===== src/rtl/uart_tx_fifo_if.sv =====
// Handshake bundle between the CPU-side writer, the TX FIFO and the UART transmitter.
// The master side pushes bytes and provides the transmitter busy flag.
// The slave side is the FIFO, which reports status and drives the transmitter strobes.
interface uart_tx_fifo_if #(
  parameter int ADDR_W = 4
);
  logic              wr_en;
  logic [7:0]        wr_data;
  logic              clear_ovf;
  logic              full;
  logic              empty;
  logic [ADDR_W:0]   count;
  logic              overflow;
  logic [7:0]        tx_bus;
  logic              tx_load;
  logic              tx_send;
  logic              tx_busy;

  modport master (
    output wr_en, wr_data, clear_ovf, tx_busy,
    input  full, empty, count, overflow, tx_bus, tx_load, tx_send
  );

  modport slave (
    input  wr_en, wr_data, clear_ovf, tx_busy,
    output full, empty, count, overflow, tx_bus, tx_load, tx_send
  );
endinterface


===== src/rtl/uart_tx_fifo.sv =====
// Byte FIFO feeding the UART transmitter.
// Software can queue a burst of bytes here without polling the transmitter.
// The launch FSM hands the transmitter one byte at a time and waits for its
// busy flag to rise and then fall before it launches the next byte.
module uart_tx_fifo #(
  parameter int DEPTH  = 16,
  parameter int ADDR_W = 4
) (
  input logic           clk,
  input logic           reset,
  uart_tx_fifo_if.slave bus
);

  typedef enum logic [1:0] {
    S_IDLE = 2'd0,
    S_ARM  = 2'd1,
    S_WAIT = 2'd2
  } state_e;

  state_e            state_q, state_d;
  logic [7:0]        mem_q [DEPTH];
  logic [ADDR_W-1:0] rdPtr_q, rdPtr_d;
  logic [ADDR_W-1:0] wrPtr_q, wrPtr_d;
  logic [ADDR_W:0]   count_q, count_d;
  logic              overflow_q, overflow_d;
  logic              strobe_q, strobe_d;
  logic [7:0]        txBus_q, txBus_d;
  logic              full, empty, push, pop;

  // Status comes from the registered count only, so it stays glitch-free.
  assign full  = (count_q == (ADDR_W+1)'(DEPTH));
  assign empty = (count_q == '0);

  // A pop that happens in the same cycle frees a slot, so a push to a full FIFO can still be accepted.
  assign push  = bus.wr_en && (!full || pop);

  assign bus.full     = full;
  assign bus.empty    = empty;
  assign bus.count    = count_q;
  assign bus.overflow = overflow_q;
  assign bus.tx_bus   = txBus_q;
  assign bus.tx_load  = strobe_q;
  assign bus.tx_send  = strobe_q;

  // State register for the launch FSM.
  always_ff @(posedge clk) begin
    if (reset) state_q <= S_IDLE;
    else       state_q <= state_d;
  end

  // Next-state logic. ARM waits for busy to rise, and WAIT waits for busy to fall.
  always_comb begin
    state_d = state_q;
    case (state_q)
      S_IDLE:  if (!empty && !bus.tx_busy) state_d = S_ARM;
      S_ARM:   if (bus.tx_busy)            state_d = S_WAIT;
      S_WAIT:  if (!bus.tx_busy)           state_d = S_IDLE;
      default: state_d = S_IDLE;
    endcase
  end

  // Output logic. A launch pops the head byte and raises both strobes for the next cycle only.
  always_comb begin
    pop      = 1'b0;
    strobe_d = 1'b0;
    txBus_d  = txBus_q;
    if (state_q == S_IDLE && !empty && !bus.tx_busy) begin
      pop      = 1'b1;
      strobe_d = 1'b1;
      txBus_d  = mem_q[rdPtr_q];
    end
  end

  // Next pointer, count and overflow values. When clear_ovf and a dropped push coincide, the set wins.
  always_comb begin
    rdPtr_d    = pop  ? rdPtr_q + ADDR_W'(1) : rdPtr_q;
    wrPtr_d    = push ? wrPtr_q + ADDR_W'(1) : wrPtr_q;
    count_d    = count_q;
    if (push && !pop)      count_d = count_q + (ADDR_W+1)'(1);
    else if (pop && !push) count_d = count_q - (ADDR_W+1)'(1);
    overflow_d = overflow_q;
    if (bus.wr_en && !push) overflow_d = 1'b1;
    else if (bus.clear_ovf) overflow_d = 1'b0;
  end

  // Datapath registers. Reset discards queued bytes and any pending strobe.
  always_ff @(posedge clk) begin
    if (reset) begin
      rdPtr_q    <= '0;
      wrPtr_q    <= '0;
      count_q    <= '0;
      overflow_q <= 1'b0;
      strobe_q   <= 1'b0;
      txBus_q    <= 8'h00;
    end else begin
      rdPtr_q    <= rdPtr_d;
      wrPtr_q    <= wrPtr_d;
      count_q    <= count_d;
      overflow_q <= overflow_d;
      strobe_q   <= strobe_d;
      txBus_q    <= txBus_d;
    end
  end

  // Storage array. It has no reset because the pointers alone define which entries are valid.
  always_ff @(posedge clk) begin
    if (push && !reset) mem_q[wrPtr_q] <= bus.wr_data;
  end

endmodule

===== src/flat_wrapper.sv =====
// flat-port wrapper written by rule: the top's interface ports become plain ports
module uart_tx_fifo_flat 
#(
  parameter int DEPTH  = 16,
  parameter int ADDR_W = 4
)
  (clk, reset, bus_wr_en, bus_wr_data, bus_clear_ovf, bus_tx_busy, bus_full, bus_empty, bus_count, bus_overflow, bus_tx_bus, bus_tx_load, bus_tx_send);
  uart_tx_fifo_if #(.ADDR_W(ADDR_W)) bus_i ();
  input logic clk;
  input logic reset;
  input wire logic [$bits(bus_i.wr_en)-1:0] bus_wr_en;
  input wire logic [$bits(bus_i.wr_data)-1:0] bus_wr_data;
  input wire logic [$bits(bus_i.clear_ovf)-1:0] bus_clear_ovf;
  input wire logic [$bits(bus_i.tx_busy)-1:0] bus_tx_busy;
  output wire logic [$bits(bus_i.full)-1:0] bus_full;
  output wire logic [$bits(bus_i.empty)-1:0] bus_empty;
  output wire logic [$bits(bus_i.count)-1:0] bus_count;
  output wire logic [$bits(bus_i.overflow)-1:0] bus_overflow;
  output wire logic [$bits(bus_i.tx_bus)-1:0] bus_tx_bus;
  output wire logic [$bits(bus_i.tx_load)-1:0] bus_tx_load;
  output wire logic [$bits(bus_i.tx_send)-1:0] bus_tx_send;
  assign bus_i.wr_en = bus_wr_en;
  assign bus_i.wr_data = bus_wr_data;
  assign bus_i.clear_ovf = bus_clear_ovf;
  assign bus_i.tx_busy = bus_tx_busy;
  assign bus_full = bus_i.full;
  assign bus_empty = bus_i.empty;
  assign bus_count = bus_i.count;
  assign bus_overflow = bus_i.overflow;
  assign bus_tx_bus = bus_i.tx_bus;
  assign bus_tx_load = bus_i.tx_load;
  assign bus_tx_send = bus_i.tx_send;
  uart_tx_fifo #(.DEPTH(DEPTH), .ADDR_W(ADDR_W)) u_core (.clk(clk), .reset(reset), .bus(bus_i));
endmodule

===== config.mk =====
export PLATFORM = sky130hd
export DESIGN_NAME = uart_tx_fifo_flat
export DESIGN_NICKNAME = d
export VERILOG_FILES = /design/src/rtl/uart_tx_fifo_if.sv /design/src/rtl/uart_tx_fifo.sv /design/src/flat_wrapper.sv
export SDC_FILE = /design/constraint.sdc
export NUM_CORES = 1
export LEC_CHECK = 0
export CAP_MARGIN = 20
export CORE_ASPECT_RATIO = 1.1
export CORE_MARGIN = 2
export CORE_UTILIZATION = 35
export DETAILED_ROUTE_END_ITERATION = 6
export MAX_ROUTING_LAYER = met4
export SLEW_MARGIN = 20
export SYNTH_ARGS = -nofsm -noshare
export SYNTH_HDL_FRONTEND = slang
export SYNTH_SLANG_ARGS = --single-unit

===== constraint.sdc =====
create_clock -name clk -period 3.3 [get_ports clk]
set_input_delay 0.33 -clock clk [delete_from_list [all_inputs] [get_ports clk]]
set_output_delay 0.33 -clock clk [all_outputs]
set_load 0.02 [all_outputs]

==> results.md <==
- Worst slew pin tran: 736 ps
- Post-Syn Area: 6150 um^2
- Grt ovf: 0
- Row cnt: 50
- Reg2reg start: u_core.bus.count[0]$_SDFFE_PP0P_
- Post-Syn Instances: 407
- Highest clock rate: 0.360 GHz
- Pwr/cell area: 692 nW/um^2
- DRT Wirelength: 12700 um
- Initial Util: 35.9%
- Port bufs: 30
- Async SR Flop Fraction: 0%
- Total Neg Setup Slack: 0 ps
- Hold path cells: 2
- Cells after DPL: 671
- Total of max-cap violations: 0
- RSZ-0062 raised after global routing: false
- Peak VDD IR: 0.000393 V
- Skew-Pair Late Insertion Delay: 420 ps
- Synth Area in XOR/XNOR: 1.42%
- Setup Buffers After CTS: 0
- Top FF cell, synth: edfxtp_1
- Hold Vio Cnt, Final: 0
- Largest net degree at the start of global routing: 37
- Post-synth top area share: 62.5%
- Worst R2R Path Depth: 10
- Mapped Nets: 431
- Synth Warn #: 0
- Final setup violation count: 0
- Area leader, netlist: edfxtp_1
- Die height: 143 um
- Worst Hold End: u_core.bus.overflow$_SDFFE_PP0P_
- Area share of fa/ha/maj cells after synthesis: 2.36%
- H-tree levels: 4
- Worst Setup Start Kind: register
- Max Used Layer: met4
- Drt pass-1 iters: 4
- Leakage: 2.35 nW
- Pins over their slew limit: 0
- N_diodes: 0
- Synth cell types: 33
- Routed wl met3: 441 um
- Post-DRT Antenna Nets: 0
- Critical Path RT: 3610 ps
- Worst slew margin: 50.7%
- Cts bufs inserted: 17
- R2r setup slk: 530 ps
- FF+latch count, synth: 153
- Design area: 7370 um^2
- CTS hold repair buffers: 0
- Initial antenna violation count: 0
- Routed vias/inst: 4.92
- Initial drt markers: 234
- CTS max path bufs: 2
- Boundary Pins: 31
- Nets: 480
- WL/cell: 18.1 um
- Dpl cell area: 6800 um^2
- Area growth syn-to-layout: 19.8%
- Metal2 WL: 6510 um
- Hold path start: u_core.bus.overflow$_SDFFE_PP0P_
- Residual DRC count: 0
- Post-Layout Cell Count: 703
- Post-Route M1 WL: 5550 um
- Post-route setup slack: 526 ps
- GRT Total Usage: 15.1%
- Final Critical Period: 2770 ps
- TritonCTS clock tree: yes
- Fin crit share: 84.1%
- Syn avg cell area: 15.1 um^2
- First-pass GRT wire length: 19400 um
- Share of cells above drive strength 1: 11.7%
- Main combinational cell family by area after synthesis: multiplexers
- Mux cell area share after synthesis: 10.9%
- Status: finished clean
- Crit end category: register
- Arrival time worst endpoint: 3080 ps
- Die width: 130 um
- Hold WC Path Type: reg2reg
- Reg-to-reg endpoint: u_core.bus.count[4]$_SDFFE_PP0P_
- Post-DP HPWL: 8400 um
- Clock sinks: 153
- Top post-synthesis cells by area: edfxtp_1 63%, mux2i_1 11%, dfxtp_1 8.1%, o22ai_1 3.3%, nor2_1 2.9%
- Synth top cells by count: 128 x edfxtp_1, 66 x mux2i_1, 47 x nor2_1
- Vias in the first global route: 3448
- Most numerous cell in the Yosys netlist: edfxtp_1
- CTS resizes: 0
- Total number of vias: 3461
- Max Clock Skew: 6.94 ps
- Core ar.: 17100 um^2
- Number of synthesized flops with an enable pin: 128
- DP Worst Slack: 177 ps
- WS Path Type: reg2reg
- Simple-gate share of the synthesized area: 6.84%
- Seq/Total Area, Yosys: 70.7%
- GPL Wtd Cong: 0.802
- Compound-cell area share of the yosys netlist: 5.41%
- Total Die Area: 18600 um^2
- Clock-pin slew on the worst setup and hold paths: 60 ps
- Root buf cell: clkbuf_16
- Largest fanout on the critical path: 5
## layer usage
layer,vias to the layer above,global-route usage (%)
met5,-,-
met4,0,5.54
met3,17,3.18
met2,78,24.9
met1,1725,18.3
li1,1641,-
## cells in the final DEF (no fill, tap or decap), types with 2 or more instances in the layout
| master | instances |
|---|---|
| xor2_1 | 7 |
| clkbuf_8 | 2 |
| clkbuf_1 | 5 |
| nor4_1 | 9 |
| buf_4 | 19 |
| clkdlybuf4s50_1 | 30 |
| a21oi_1 | 7 |
| ha_1 | 10 |
| a211oi_1 | 8 |
| or3_1 | 2 |
| inv_1 | 10 |
| bufinv_16 | 2 |
| nand3_1 | 3 |
| o22ai_1 | 32 |
| mux2i_1 | 66 |
| nand4_1 | 2 |
| clkbuf_16 | 17 |
| nand2_1 | 11 |
| clkinv_2 | 4 |
| nor2_1 | 47 |
| xnor2_1 | 3 |
| edfxtp_1 | 128 |
| nand3b_1 | 4 |
| dfxtp_1 | 24 |
## worst max-delay path by stage
stage / start / end / cells after the start
2_1_floorplan: u_core.bus.count[0]$_SDFFE_PP0P_ / u_core.bus.count[4]$_SDFFE_PP0P_ / 11
3_3_place_gp: bus_tx_busy / u_core.bus.count[4]$_SDFFE_PP0P_ / 11
3_5_place_dp: bus_tx_busy / u_core.bus.count[4]$_SDFFE_PP0P_ / 11
4_1_cts: u_core.bus.count[0]$_SDFFE_PP0P_ / u_core.bus.count[4]$_SDFFE_PP0P_ / 10
5_1_grt: u_core.bus.count[0]$_SDFFE_PP0P_ / u_core.bus.count[4]$_SDFFE_PP0P_ / 10
6_report: u_core.bus.count[0]$_SDFFE_PP0P_ / u_core.bus.count[4]$_SDFFE_PP0P_ / 10
## power breakdown
part           leakage (nW)  switching [mW]  internal (mW)
logic                 0.709           0.536          0.404
clock network         0.278           0.703           1.15
registers              1.36           0.109           2.20
## per-stage QoR
| stage | total power, mW | utilization [%] | hold slack [ps] |
|---|---|---|---|
| 2_1_floorplan | 2.93 | - | 409 |
| 3_3_place_gp | 3.26 | 39.7 | 455 |
| 3_5_place_dp | 3.29 | 39.7 | 478 |
| 4_1_cts | 5.15 | 43.0 | 486 |
| 5_1_grt | 5.32 | 43.0 | 505 |
| 6_report | 5.10 | 43.0 | 481 |
## sequential cells by signal, summed over array words and instances, names as in the netlist
name                 flops
u_core.mem_q           128
u_core.bus.overflow      1
u_core.bus.count         5
u_core.rdPtr_q           4
u_core.bus.tx_load       1
u_core.wrPtr_q           4
u_core.state_q           2
u_core.bus.tx_bus        8
## critical path, stage by stage (launching register included)
cell	delay [ps]
dfxtp_1	370
nor4_4	440
a21oi_2	110
inv_1	110
ha_1	230
inv_1	130
ha_1	330
a21o_1	180
a21oi_1	210
mux2i_1	220
mux2_2	340
## final cells by class
class | count | area (um^2)
Clock buffer | 24 | 472
Clock inverter | 8 | 96.3
Fill cell | 1563 | 9770
Inverter | 10 | 37.5
Multi-Input combinational cell | 224 | 1660
Sequential cell | 153 | 4350
Tap cell | 234 | 293
Timing Repair Buffer | 50 | 463
## logic make-up (layout without fill, tap and decap cells)
group,Yosys count,in the layout
muxes,67,67
buffers and inverters,30,92
DFF,153,153
xor gates and xnor gates,10,10
adders and majority gates,11,11
AOI/OAI and AO/OA,50,50
and+or+nand+nor,86,86
(Power assumes the default switching activity.)
